### config.mk
export PLATFORM = sky130hd
export DESIGN_NAME = pwm_multi_ch_flat
export DESIGN_NICKNAME = d
export VERILOG_FILES = /design/src/rtl/pwm_pkg.sv /design/src/rtl/pwm_multi_ch_if.sv /design/src/rtl/pwm_ch_out.sv /design/src/rtl/pwm_multi_ch.sv /design/src/flat_wrapper.sv
export SDC_FILE = /design/constraint.sdc
export NUM_CORES = 1
export LEC_CHECK = 0
export BUFFER_PORTS_ARGS = -buffer_cell sky130_fd_sc_hd__buf_2
export CORE_UTILIZATION = 30
export CTS_CLUSTER_DIAMETER = 80
export CTS_CLUSTER_SIZE = 10
export DETAILED_ROUTE_END_ITERATION = 8
export PLACE_DENSITY = 0.43
export SKIP_CTS_REPAIR_TIMING = 1
export SKIP_LAST_GASP = 1
export SLEW_MARGIN = 20
export SYNTH_ARGS = -nofsm -noshare
export SYNTH_HDL_FRONTEND = slang
export SYNTH_SLANG_ARGS = --single-unit
### constraint.sdc
create_clock -name clk -period 6.8 [get_ports clk]
set_clock_uncertainty 0.2 [all_clocks]
set_input_delay 0.34 -clock clk [delete_from_list [all_inputs] [get_ports clk]]
set_output_delay 0.34 -clock clk [all_outputs]
set_load 0.005 [all_outputs]
### src/rtl/pwm_pkg.sv
// Shared encodings for the multi-channel PWM block.
// Pure definitions: no logic, no latency, no flow control.
package pwm_pkg;

    localparam logic MODE_EDGE   = 1'b0;
    localparam logic MODE_CENTER = 1'b1;
    localparam logic DIR_UP      = 1'b0;
    localparam logic DIR_DOWN    = 1'b1;

endpackage

### src/rtl/pwm_multi_ch_if.sv
// Configuration inputs and PWM outputs between the register bank and the PWM block.
// Wires only: the PWM block always accepts config and never applies backpressure.
interface pwm_multi_ch_if #(
    parameter int CH_NUM = 4,
    parameter int CNT_W  = 16
);
    logic [CNT_W-1:0]        period;
    logic [CH_NUM*CNT_W-1:0] duty;
    logic                    mode;
    logic                    load;
    logic                    run;
    logic [CH_NUM-1:0]       en;
    logic [CH_NUM-1:0]       pol;
    logic [CH_NUM-1:0]       pwm;
    logic                    period_tick;
    logic                    load_ack;

    modport master (
        output period, duty, mode, load, run, en, pol,
        input  pwm, period_tick, load_ack
    );

    modport slave (
        input  period, duty, mode, load, run, en, pol,
        output pwm, period_tick, load_ack
    );

endinterface

### src/rtl/pwm_ch_out.sv
// One PWM output: compares the shared counter against this channel's duty.
// Registered, 1 cycle from cnt to pwm; en/pol are live and no backpressure exists.
module pwm_ch_out #(
    parameter int CNT_W = 16
) (
    input  logic             clk,
    input  logic             rst,
    input  logic [CNT_W-1:0] cnt,
    input  logic [CNT_W-1:0] duty,
    input  logic             en,
    input  logic             pol,
    input  logic             run,
    output logic             pwm
);

    always_ff @(posedge clk) begin
        if (rst) begin
            pwm <= 1'b0;
        end else if (run && en) begin
            pwm <= (cnt < duty) ^ pol;
        end else begin
            pwm <= pol;
        end
    end

endmodule

### src/rtl/pwm_multi_ch.sv
// CH_NUM-channel PWM on one shared edge/center-aligned counter with double-buffered config.
// Outputs lag the counter by 1 cycle; loads are always accepted and applied at a period boundary.
module pwm_multi_ch #(
    parameter int CH_NUM = 4,
    parameter int CNT_W  = 16
) (
    input  logic          clk,
    input  logic          rst,
    pwm_multi_ch_if.slave bus
);
    import pwm_pkg::*;

    logic [CNT_W-1:0]        stg_period;
    logic [CNT_W-1:0]        act_period;
    logic [CH_NUM*CNT_W-1:0] stg_duty;
    logic [CH_NUM*CNT_W-1:0] act_duty;
    logic                    stg_mode;
    logic                    act_mode;
    logic                    pending;
    logic [CNT_W-1:0]        cnt;
    logic [CNT_W-1:0]        next_cnt;
    logic                    dir;
    logic                    next_dir;
    logic                    at_zero;
    logic                    apply;
    logic                    tick_q;
    logic                    ack_q;
    logic [CH_NUM-1:0]       pwm_q;

    // Counter walks 0..P (edge) or 0..P..1 (center); P==0 parks it at 0.
    always_comb begin
        next_cnt = '0;
        next_dir = DIR_UP;
        if (bus.run && (act_period != '0)) begin
            if (act_mode == MODE_EDGE) begin
                next_cnt = (cnt >= act_period) ? '0 : cnt + CNT_W'(1);
            end else begin
                if ((dir == DIR_UP) && (cnt < act_period)) begin
                    next_cnt = cnt + CNT_W'(1);
                end else begin
                    next_cnt = cnt - CNT_W'(1);
                end
                if (next_cnt == '0) begin
                    next_dir = DIR_UP;
                end else if ((dir == DIR_UP) && (cnt >= act_period)) begin
                    next_dir = DIR_DOWN;
                end else begin
                    next_dir = dir;
                end
            end
        end
    end

    assign at_zero = (next_cnt == '0);
    // While stopped the counter sits at 0, so config can be swapped on any edge.
    assign apply   = at_zero || !bus.run;

    always_ff @(posedge clk) begin
        if (rst) begin
            cnt        <= '0;
            dir        <= DIR_UP;
            stg_period <= '0;
            stg_duty   <= '0;
            stg_mode   <= MODE_EDGE;
            act_period <= '0;
            act_duty   <= '0;
            act_mode   <= MODE_EDGE;
            pending    <= 1'b0;
            tick_q     <= 1'b0;
            ack_q      <= 1'b0;
        end else begin
            cnt    <= next_cnt;
            dir    <= next_dir;
            tick_q <= bus.run && at_zero;
            ack_q  <= 1'b0;
            if (bus.load) begin
                stg_period <= bus.period;
                stg_duty   <= bus.duty;
                stg_mode   <= bus.mode;
            end
            if (apply && bus.load) begin
                act_period <= bus.period;
                act_duty   <= bus.duty;
                act_mode   <= bus.mode;
                pending    <= 1'b0;
                ack_q      <= 1'b1;
            end else if (apply && pending) begin
                act_period <= stg_period;
                act_duty   <= stg_duty;
                act_mode   <= stg_mode;
                pending    <= 1'b0;
                ack_q      <= 1'b1;
            end else if (bus.load) begin
                pending <= 1'b1;
            end
        end
    end

    for (genvar i = 0; i < CH_NUM; i++) begin : g_ch
        pwm_ch_out #(
            .CNT_W(CNT_W)
        ) u_ch (
            .clk  (clk),
            .rst  (rst),
            .cnt  (cnt),
            .duty (act_duty[i*CNT_W +: CNT_W]),
            .en   (bus.en[i]),
            .pol  (bus.pol[i]),
            .run  (bus.run),
            .pwm  (pwm_q[i])
        );
    end

    assign bus.pwm         = pwm_q;
    assign bus.period_tick = tick_q;
    assign bus.load_ack    = ack_q;

endmodule

### src/flat_wrapper.sv
// flat-port wrapper written by rule: the top's interface ports become plain ports
module pwm_multi_ch_flat import pwm_pkg::*;
#(
    parameter int CH_NUM = 4,
    parameter int CNT_W  = 16
)
  (clk, rst, bus_period, bus_duty, bus_mode, bus_load, bus_run, bus_en, bus_pol, bus_pwm, bus_period_tick, bus_load_ack);
  pwm_multi_ch_if #(.CH_NUM(CH_NUM), .CNT_W(CNT_W)) bus_i ();
  input  logic clk;
  input  logic rst;
  input wire logic [$bits(bus_i.period)-1:0] bus_period;
  input wire logic [$bits(bus_i.duty)-1:0] bus_duty;
  input wire logic [$bits(bus_i.mode)-1:0] bus_mode;
  input wire logic [$bits(bus_i.load)-1:0] bus_load;
  input wire logic [$bits(bus_i.run)-1:0] bus_run;
  input wire logic [$bits(bus_i.en)-1:0] bus_en;
  input wire logic [$bits(bus_i.pol)-1:0] bus_pol;
  output wire logic [$bits(bus_i.pwm)-1:0] bus_pwm;
  output wire logic [$bits(bus_i.period_tick)-1:0] bus_period_tick;
  output wire logic [$bits(bus_i.load_ack)-1:0] bus_load_ack;
  assign bus_i.period = bus_period;
  assign bus_i.duty = bus_duty;
  assign bus_i.mode = bus_mode;
  assign bus_i.load = bus_load;
  assign bus_i.run = bus_run;
  assign bus_i.en = bus_en;
  assign bus_i.pol = bus_pol;
  assign bus_pwm = bus_i.pwm;
  assign bus_period_tick = bus_i.period_tick;
  assign bus_load_ack = bus_i.load_ack;
  pwm_multi_ch #(.CH_NUM(CH_NUM), .CNT_W(CNT_W)) u_core (.clk(clk), .rst(rst), .bus(bus_i));
endmodule
======== Word level (Yosys, flattened, before mapping) ========
Index checks and enable logic that the tools add are counted.
Widths: inputs -> output; s select.
operators by class
  bitwise logic cells ..................... 7
  reduce and logical (&&, ||, !) cells .... 18
  divide/modulo/power cells ............... 0
  mux-type cells .......................... 18
  $lt $le $gt $ge ......................... 6
  multiply operators ...................... 0
  equal/unequal tests ..................... 0
  $add $sub $neg .......................... 2
  shift operators ......................... 0
operators by type and width
  operator               number
  $mux 16                8
  $mux 64                2
  $lt 16x16->1           5
  $logic_not 16->1       2
  $add 16x1->16 const B  1
  $ge 16x16->1           1
  $reduce_bool 16->1     1
  $sub 16x1->16 const B  1
  $logic_and 1x1->1      10
  $mux 1                 8
  $reduce_or 4->1        1
  $xor 1x1->1            4
  $not 1->1              3
  $reduce_or 3->1        1
  $reduce_bool 2->1      1
  $logic_not 1->1        1
  $logic_or 1x1->1       1
word-level totals
  output and inout bits ................... 6
  bits in latches ......................... 0
  memories kept ........................... 0
  flip-flop bits (word level) ............. 186
  memory bits (read-only) ................. 0
  input bits .............................. 93
  RAM bits ................................ 0

======== Longest topological paths before layout ========
Gate-level depths: netlist of run 1.
  word-level depth ........................ 12
  gate-level depth with buffers ........... 16
  depth with buffers taken out ............ 12

======== Hierarchy ========
A second synthesis of run 1 with hierarchy kept.
unflattened totals
  cells, all modules ...................... 1165
  area, all modules ....................... 10824.1 um^2
by module, submodules not included
  module        instances  area an instance (um^2)  cells each  sequential area each (um^2)
  pwm_multi_ch  1          9032.4                   937         3643.5
  pwm_ch_out    4          447.9                    57          20.0

======== Worst setup path after synthesis of run 1 ========
OpenSTA, ideal clock, no wires.
  path type ............................... reg-to-reg
  start point ............................. reg u_core.cnt[2]
  end point ............................... reg u_core.act_period[10]
  arrival time ............................ 3438 ps
  buffers on the path ..................... 4
  stages on the path, launching flop included .. 15
  library setup time ...................... 95 ps
  data required time ...................... 6505 ps
  slack ................................... 3066 ps
  cells stage by stage .................... dfxtp_1 -> buf_2 -> or4_4 -> or4_1 -> buf_2 -> nor4_4 -> xor2_1 -> mux2_1 -> a22oi_1 -> nand4_1 -> nor3_4 -> nand2_4 -> buf_4 -> buf_6 -> a221oi_1
between the ends
  cells in the longest elaborated chain, start to end .. 11
  elaborated cells on any way between the ends .. 17
  those cells by class .................... add/sub: 2; order compare: 2; mux: 7; reduce/logical: 6
ends and longest elaborated chain
  what                                          RTL line                                RTL
  start, declared                               pwm_multi_ch.sv:20                      logic [CNT_W-1:0] cnt;
  start signal, assigned                        pwm_multi_ch.sv:72                      cnt <= next_cnt;
  $lt 16x16->1                                  pwm_multi_ch.sv:38                      if ((dir == DIR_UP) && (cnt < act_period)) begin
  $logic_and 1x1->1                             pwm_multi_ch.sv:38
  $mux 16                                       pwm_multi_ch.sv:38
  $mux 16                                       pwm_multi_ch.sv:35                      if (act_mode == MODE_EDGE) begin
  $mux 16                                       pwm_multi_ch.sv:34                      if (bus.run && (act_period != '0)) begin
  $mux 16 (*)                                   pwm_multi_ch.sv:35
  $mux 16 (*)                                   pwm_multi_ch.sv:34
  $logic_not 16->1 (*)                          pwm_multi_ch.sv:54                      assign at_zero = (next_cnt == '0);
  $logic_or 1x1->1 (*)                          pwm_multi_ch.sv:56                      assign apply = at_zero || !bus.run;
  $logic_and 1x1->1 (on tied branches)          pwm_multi_ch.sv:81, pwm_multi_ch.sv:87
  $mux 16 or $reduce_bool 2->1 (tied branches)  --
  end signal, assigned                          pwm_multi_ch.sv:82                      act_period <= bus.period;
  end signal, assigned                          pwm_multi_ch.sv:88                      act_period <= stg_period;
  end, declared                                 pwm_multi_ch.sv:14                      logic [CNT_W-1:0] act_period;
Mark *: on every way between the ends. The rest lies on a longest branch, timed or not. The select of a mux whose other input is x is not followed.
A chain may end at the register's enable or synchronous reset.

======== Final worst setup path of run 1 ========
  start point ............................. reg u_core.cnt[11]
  end point ............................... reg u_core.act_duty[23]
between the ends
  cells in the longest elaborated chain, start to end .. 11
  elaborated cells on any way between the ends .. 17
  those cells by class .................... add/sub: 2; order compare: 2; mux: 7; reduce/logical: 6
ends and longest elaborated chain
  what                                          RTL line                                RTL
  $lt 16x16->1                                  pwm_multi_ch.sv:38
  $logic_and 1x1->1                             pwm_multi_ch.sv:38
  $mux 16                                       pwm_multi_ch.sv:38
  $mux 16                                       pwm_multi_ch.sv:35
  $mux 16                                       pwm_multi_ch.sv:34
  $mux 16 (*)                                   pwm_multi_ch.sv:35
  $mux 16 (*)                                   pwm_multi_ch.sv:34
  $logic_not 16->1 (*)                          pwm_multi_ch.sv:54
  $logic_or 1x1->1 (*)                          pwm_multi_ch.sv:56
  $logic_and 1x1->1 (on tied branches)          pwm_multi_ch.sv:81, pwm_multi_ch.sv:87
  $mux 64 or $reduce_bool 2->1 (tied branches)  --
  end signal, assigned                          pwm_multi_ch.sv:83                      act_duty <= bus.duty;
  end signal, assigned                          pwm_multi_ch.sv:89                      act_duty <= stg_duty;
  end, declared                                 pwm_multi_ch.sv:16                      logic [CH_NUM*CNT_W-1:0] act_duty;
Marked as above.

==> run summary, run 1 <==
Summing the sequential cell areas from Yosys gives 36.9% of the chip area. Largest vdd supply drop: 0.414 mV. On the worst path, the slowest cell contributes a delay of 0.86 ns. The tools report the worst relative slew slack as 36.1%. The number of inserted filler cells in the final layout was 3411.

The cell that appears most often on the critical path is sky130_fd_sc_hd__a211oi_1. The count of buffers added on input and output ports is 98. The register bit count reported by yosys came out at 186. The logs give 0.45 ns for the insertion delay of the later-clocked pin in the worst-skew pair and 45.0% for the fraction of power consumed by combinational cells. The first global-routing pass estimated 44900 um of wire.

Share of async-settable or async-resettable flops after synthesis: 0%. After layout, the worst path uses 75.3% of the clock period. Sorting the synthesized cells by area gives the leading types as sky130_fd_sc_hd__dfxtp_1 37%, sky130_fd_sc_hd__ha_1 9.7%, sky130_fd_sc_hd__mux2i_1 8.5%, sky130_fd_sc_hd__nor2_1 6.6%, sky130_fd_sc_hd__a221oi_1 4.2%. The logs give -0.0388 ns for the hold slack and 0 for the reported max-cap violation count.

The worst setup path is captured at a flop. The number of search-and-repair iterations in the first detailed-routing pass is 4. The count of nets left with antenna violations once routing finished came out at 0.

I/O pin total: 99. Setup repair after global routing left no endpoint under its margin. The count of distinct cell types in the synthesized netlist was 66. The total of endpoints with negative setup slack in the final report is 0.

The clock passes through at most 2 buffers. The synthesized net count came out at 1322. In the final routed layout, each cell accounts on average for 16.9 um.

For this run, the top clock speed supported by timing is 195 MHz. The initial utilization of the core area, before any placement, comes to 30.8%. TritonCTS built the clock tree. The routed layout has 8372 vias. For this block, the initial DRC count from the detailed router was 411.

The floorplan step defined a die boundary enclosing 34300 sq um. The most common cell after layout, fill and taps aside is sky130_fd_sc_hd__dfxtp_1. The die is 185 um tall. The transition time at the pin with the least slew margin was 0.959 ns.

The worst register-to-register path begins at u_core.cnt[11]$_SDFF_PP0_. The finished cells cover 12100 sq um. Global routing finished with a remaining overflow of 0. The top cell types in the final layout, fill and taps aside, are 186 x sky130_fd_sc_hd__dfxtp_1, 178 x sky130_fd_sc_hd__nor2_1, 96 x sky130_fd_sc_hd__buf_2. The total global-route track usage is 17.3%, and the top-area cell type share of the netlist area is 36.9%.

The number of global-route vias before repair was 7805; the met2 track demand over resource was 27.9%. The post-layout net count was 1436. The flow ran to the end, but the final reports show violations.

The final-report max-slew violation count came out at 0. The width of the die is 185 um, and the number of buffers created by CTS is 17. The checks that failed: hold timing. The top fanout value on the critical path was 69.

The run gives 0.896 as the weighted congestion at the end of routability-driven global placement. The critical path is of the reg2reg type. The fraction of layout cells with a size suffix above 1 was 14.9%; the internal power contribution was 2.74 mW. The slowest stage of the critical path belongs to the cell sky130_fd_sc_hd__dfxtp_1. The number of antenna violations at the first check in global routing came out at 0. Net switching is 39.6% of the power.

The per-cell via count in the routed design came out at 4.87. Each instance of the synthesized netlist takes up on average 8.76 sq um. For the global-route met1 utilization, the log shows 23.0%. The H-tree was split into 4 levels. The worst path required time was 6.96 ns. Cell at the root of the clock tree: sky130_fd_sc_hd__clkbuf_16.

The layer flagged by global routing as most heavily used is met2. For this run, design rule violations remaining after detail routing come to 0. The run gives 66 as the number of cell rows. The final period demand of the worst path was 5.12 ns; the met3 usage in global routing was 2.71%.

The number of warnings reported in the yosys synthesis log was 0; the fraction of power consumed by the clock network was 22.7%. Cell taking the most area after synthesis: sky130_fd_sc_hd__dfxtp_1. The post-detailed-placement cell area was 10800 sq um; the power density over cell area was 374 nW/um^2. In this run, synthesis inferred 0 flip-flops with an integrated enable. The region available for standard cell placement spans 32800 sq um. At the worst endpoint, the arrival time is 5.28 ns.

Synthesis produced a netlist whose cell count is 1151. The wire-length estimate of the detail-placed layout is 19500 um. Final hold violation count: 8.

In this run the static leakage power is 5.27 nW. Aggregate negative setup slack: 0 ns. The tools report the worst min-delay path startpoint as bus_period[9]. In this run, flip-flops and latches consume 32.4% of the power.

0 antenna diodes ended up in the layout. In the synthesized netlist the dominant register cell turns out to be sky130_fd_sc_hd__dfxtp_1. The startpoint class of the critical path was a flop.

The register clock-pin slew on the reported worst setup and hold paths was 0.08 ns. The tools report the net switching component of the power as 1.80 mW. Startpoint of the most critical setup path: u_core.cnt[11]$_SDFF_PP0_.

The layout overhead on the synthesized area is 20.4%. After synthesis the cells add up to 10100 sq um. Traced cell by cell, the critical path runs through ha_1 -> a21oi_1 -> o21bai_1 -> nor4_4 -> nand3_2 -> and3_1 -> a211oi_1 -> nand4_1 -> nor3_4 -> buf_4 -> mux2_2 -> a211oi_1. The number of clock sinks seen by CTS is 186, and the wire length after detailed routing is 29100 um.

The path class of the tightest hold or removal check is in2reg. Entering global routing, the biggest net connects 101 pins.
## power by group through the flow
stage,clock network [mW],logic (mW),registers (mW)
2_1_floorplan,0,1.61,1.44
3_3_place_gp,0,2.02,1.49
3_5_place_dp,0,2.04,1.49
4_1_cts,1.07,2.05,1.47
5_1_grt,1.11,2.30,1.49
6_report,1.03,2.04,1.47
## synthesized netlist by cell type (all sizes together) (6+ instances only)
library cell,count
a211oi,13
mux2i,86
nor2,178
nor3,19
ha,78
o22ai,30
or4,6
a21oi,39
nand2b,9
xor2,13
a221oi,53
clkbuf,45
a21o,25
xnor2,18
nor4,13
nand3,7
inv,87
nand2,65
buf,37
dfxtp,186
mux2,28
nand4,15
o21ai,51
## registers in the layout (all words and copies together) (netlist names)
name / flops
u_core.pending: 1
u_core.act_duty: 64
u_core.act_mode: 1
u_core.act_period: 16
u_core.bus.period_tick: 1
u_core.dir: 1
u_core.stg_mode: 1
u_core.stg_period: 16
u_core.g_ch.u_ch.pwm: 4
u_core.stg_duty: 64
u_core.cnt: 16
u_core.bus.load_ack: 1
## final cells by class
cell class / count / area [sq um] / share of cell area (%)
clock inverters: 13 / 156 / 1.29
well taps: 442 / 553 / 4.56
multi-input cells: 795 / 5660 / 46.6
flip-flops and latches: 186 / 3720 / 30.7
repair buffers: 177 / 1270 / 10.5
inverters: 88 / 330 / 2.72
clock buffers: 19 / 443 / 3.65
## routing by layer
layer	vias up	part of all wire, %
met4	0	2.4
met5	-	0
met1	3931	48
li1	4285	-
met2	121	47
met3	35	2.6
## through the flow
step / setup slack (ns) / power, mW / std cells / utilization [%]
final: 1.68 / 4.54 / 1720 / 37.0
after floorplan: 3.07 / 3.05 / 1151 / -
after global placement: 1.84 / 3.52 / 1619 / 33.1
after global routing: 1.28 / 4.91 / 1720 / 37.0
after detailed placement: 1.72 / 3.54 / 1619 / 33.1
after CTS: 1.68 / 4.59 / 1651 / 34.9
## cells by family after synthesis
logic type | synth area share [%]
AND/OR/NAND/NOR | 15.3
AO/OA/AOI/OAI | 16.6
flip-flops | 36.9
buffers and inverters | 6.94
multiplexers | 11.8
adder cells (fa/ha/maj) | 9.68
XOR/XNOR | 2.77
## worst paths after layout
check,endpoint,slack (ns),cells after the start
worst max-delay path,u_core.act_duty[23]$_SDFFE_PP0P_,1.68,12
worst min-delay path,u_core.stg_period[9]$_SDFFE_PP0P_,-0.04,3
worst max register to register,u_core.act_duty[23]$_SDFFE_PP0P_,1.68,12
worst min register to register,u_core.act_duty[47]$_SDFFE_PP0P_,0.28,2
## critical path, delay by kind of cell (launching register included)
family / cells / cell delay [ns]
simple gates: 5 / 1.63
flops: 1 / 0.86
compound gates: 4 / 0.78
buf+inv: 1 / 0.69
mux: 1 / 0.41
fa+ha+maj: 1 / 0.37
Note: power is estimated with default switching activity, not from simulation.
==> run 2: changes to the inputs <==
Clock period 6.8 ns to 5 ns, I/O delays scaled along.
==> run summary, run 2 (synthesis results as in run 1) <==
The run finished with clean final reports. The sequential fraction of design power is 32.0% (-0.4 points), and the aggregate negative setup slack is 0 ns (unchanged). The core utilization of the finished layout is 37.9% (+0.92 points). The tools report the number of antenna violations at the first check in global routing as 0 (unchanged).

The top fanout value on the critical path was 69 (unchanged). For the I/O pin total, the log shows 99 (unchanged). The amount of wire on met2 after detailed routing was 14500 um (+6.4%). The detailed-route via count is 8480 (+1.3%). The tools report the reported max-cap violation count as 0 (unchanged). The per-cell via count in the routed design is 4.84 (-0.62%), and the number of instances on the worst hold path is 3 (unchanged). For the final hold violation count, the log shows 0 (-8). The tools report the total design power as 6.27 mW (+38%).

The arrival time at the worst endpoint came out at 4.39 ns (-0.89 ns). The run gives 7892 (+1.1%) as the number of global-route vias before repair. Least setup slack across all paths after layout: 0.770 ns (-0.908 ns). The cell at the root of the clock tree is sky130_fd_sc_hd__clkbuf_16. The fraction of layout cells with a size suffix above 1 was 16.0% (+1.1 points); the internal power contribution was 3.78 mW (+38%). The logs give 0 (unchanged) for the antenna diode instance count and 22.0% (-0.7 points) for the fraction of power consumed by the clock network.

The deepest clock path buffer count came out at 2 (unchanged). For the total of endpoints with negative setup slack in the final report, the log shows 0 (unchanged). The run gives 488 (+19%) as the number of violations reported at the end of detailed-routing iteration 0.

The slowest stage of the critical path is the sky130_fd_sc_hd__dfxtp_1 cell. The tools report the startpoint of the worst register-to-register path as u_core.cnt[3]$_SDFF_PP0_. The logs give 775 um (+1.7%) for the total met3 wirelength after detailed routing and 0 (unchanged) for the final-report max-slew violation count. The worst min-delay path startpoint is bus_run. The power density over cell area is 504 nW/um^2 (+35%). From synthesis to final layout, the design area changed by 23.3%. The endpoint of the worst hold-timing path was u_core.bus.period_tick$_SDFF_PP0_. The highest layer touched by signal routing is met4. The run gives 1469 (+2.3%) as the post-layout net count.

The final period demand of the worst path was 4.23 ns (-0.892 ns). Number of inserted filler cells in the final layout: 3355 (-1.6%). The library cell used most frequently in the layout, excluding fill and tap cells, is sky130_fd_sc_hd__dfxtp_1. The chip height is 185 um (unchanged), and the worst relative slew slack is 29.4% (-6.7 points).

The run gives 20200 um (+3.8%) as the estimated wirelength of the detail-placed design. The run gives 45.9% (+0.9 points) as the fraction of power consumed by combinational cells. The setup slack after placement is 0.791 ns (-0.932 ns).

The pin count of the biggest net entering global routing came out at 121 (+20%). The logs give 186 (unchanged) for the number of clock sinks seen by CTS and 29400 um (+0.98%) for the wire length after detailed routing. The tools report the leakage power total as 5.42 nW (+2.8%). The register-to-register path setup slack came out at 0.77 ns (-0.91 ns).

Setup repair after global routing left no endpoint under its margin. The signal on the critical path passes through ha_1 -> a21o_1 -> o21ai_1 -> nand3_2 -> buf_4 -> a211o_1 -> o21ai_0 -> o2111ai_1 -> nor3_4 -> buf_12 -> mux2_2 -> a211oi_1. The cell depth of the worst flop-to-flop path is 12 (unchanged), and the H-tree level count is 4 (unchanged).

The portion of the clock cycle consumed by the worst path in the final layout is 84.6% (+9.3 points). The largest registers in the layout are u_core.act_duty x64, u_core.stg_duty x64. The count of port buffers added during placement was 98 (unchanged). The type of the worst setup path is reg2reg.

Biggest cell delay along the critical path: 0.58 ns (-0.28 ns). The register clock-pin slew on the reported worst setup and hold paths is 0.08 ns (about the same). The tools report the kind of capture point of the worst setup path as a flop. The logs give 5.16 ns (-1.80 ns) for the worst path required time and 0.418 mV (+0.86%) for the largest vdd supply drop.

The logs give 0 (unchanged) for the total DRC errors in the routed layout and 30.8% (unchanged) for the initial cell density of the core. The tools report the total global-route track usage as 17.3% (-0.020 points). The weighted congestion at the end of routability-driven global placement is 0.896 (about the same). Leaving out fill and tap cells, the most frequent cells in the layout are 185 x sky130_fd_sc_hd__dfxtp_1, 178 x sky130_fd_sc_hd__nor2_1, 96 x sky130_fd_sc_hd__buf_2. The area of the die was 34300 sq um (unchanged); the wire length per cell after detailed routing was 16.8 um (-0.92%). The tools report the startpoint class of the critical path as a flop. The insertion delay of the later-clocked pin in the worst-skew pair is 0.44 ns (about the same), and the number of buffers created by CTS is 17 (unchanged). The net switching component of the power is 2.49 mW (+39%), and the residual antenna-violating net count after detailed routing is 0 (unchanged). The logs give 236 MHz (+21%) for the highest achievable clock rate and 0 (unchanged) for the residual overflow from global routing.

The transition time at the pin with the least slew margin is 1.06 ns (+0.0980 ns). Width of the die: 185 um (unchanged). The core box area came out at 32800 sq um (unchanged).

Number of cell rows: 66 (unchanged). The worst register-to-register path ends at u_core.act_duty[22]$_SDFFE_PP0P_. The logs give 12400 sq um (+2.5%) for the cell area after layout and 13500 um (-3.0%) for the met1 wire length. The min-delay analysis places its worst path in the category in2reg.

The net switching fraction of the power is 39.8% (+0.13 points). TritonCTS built the clock tree. The post-detailed-placement cell area was 11000 sq um (+1.4%); the wire length of the first global-routing pass was 45100 um (+0.40%). The number of search-and-repair iterations in the first detailed-routing pass came out at 5 (+1).
## run 2: changes by cell type in the layout (fill, tap and decap cells not counted), sizes merged
cell and delta:
clkbuf -2, buf +17, dlygate4sd3 +16, clkinvlp +3, clkinv -1, bufinv -1
inv +1
## run 2: routing by layer
metal	global-route usage (%)	vias up
met2	29.3	131
li1	-	4352
met3	2.73	27
met4	5.29	0
met1	22.3	3970
met5	0	-
## run 2: power by group through the flow
stage                     clock network (mW)  logic [mW]  registers, mW
after floorplan                            0        2.19           1.96
after global placement                     0        2.84           2.04
after detailed placement                   0        2.85           2.04
after CTS                               1.42        2.87           2.01
after global routing                    1.48        3.22           2.05
final                                   1.38        2.88           2.01
## run 2: final cells by class
| cell class | count | area [sq um] | area share, % |
|---|---|---|---|
| clock buffer | 17 | 425 | 3.42 |
| clock inverter | 15 | 161 | 1.30 |
| inverter | 88 | 330 | 2.66 |
| multi-input combinational | 795 | 5660 | 45.5 |
| sequential | 186 | 3720 | 30.0 |
| tap | 442 | 553 | 4.45 |
| timing repair buffer | 210 | 1580 | 12.7 |
## run 2: worst max path at each step
| stage | start | to | slack [ns] | cells past startpoint |
|---|---|---|---|---|
| after detailed placement | u_core.cnt[3]$_SDFF_PP0_ | u_core.act_duty[23]$_SDFFE_PP0P_ | 0.79 | 12 |
| after floorplan | u_core.cnt[2]$_SDFF_PP0_ | u_core.act_period[10]$_SDFFE_PP0P_ | 1.27 | 14 |
| after CTS | u_core.cnt[3]$_SDFF_PP0_ | u_core.act_duty[23]$_SDFFE_PP0P_ | 0.75 | 12 |
| after global placement | u_core.cnt[3]$_SDFF_PP0_ | u_core.act_duty[15]$_SDFFE_PP0P_ | 0.86 | 12 |
| after global routing | u_core.cnt[3]$_SDFF_PP0_ | u_core.act_duty[18]$_SDFFE_PP0P_ | 0.41 | 11 |
| final | u_core.cnt[3]$_SDFF_PP0_ | u_core.act_duty[22]$_SDFFE_PP0P_ | 0.77 | 12 |
## run 2: through the flow
stage,std cells,hold WS (ns)
after CTS,1668,-0.163
after floorplan,1151,0.190
final,1753,0.0642
after detailed placement,1636,0.282
after global placement,1636,0.273
after global routing,1753,0.0689
## run 2: worst max-delay path: cells and delay by family (launching register included)
kind / cells / cell delay, ns
AOI/OAI and AO/OA: 6 / 1.27
adders and majority gates: 1 / 0.32
DFF: 1 / 0.58
muxes: 1 / 0.38
buffers and inverters: 2 / 0.65
and+or+nand+nor: 2 / 0.70
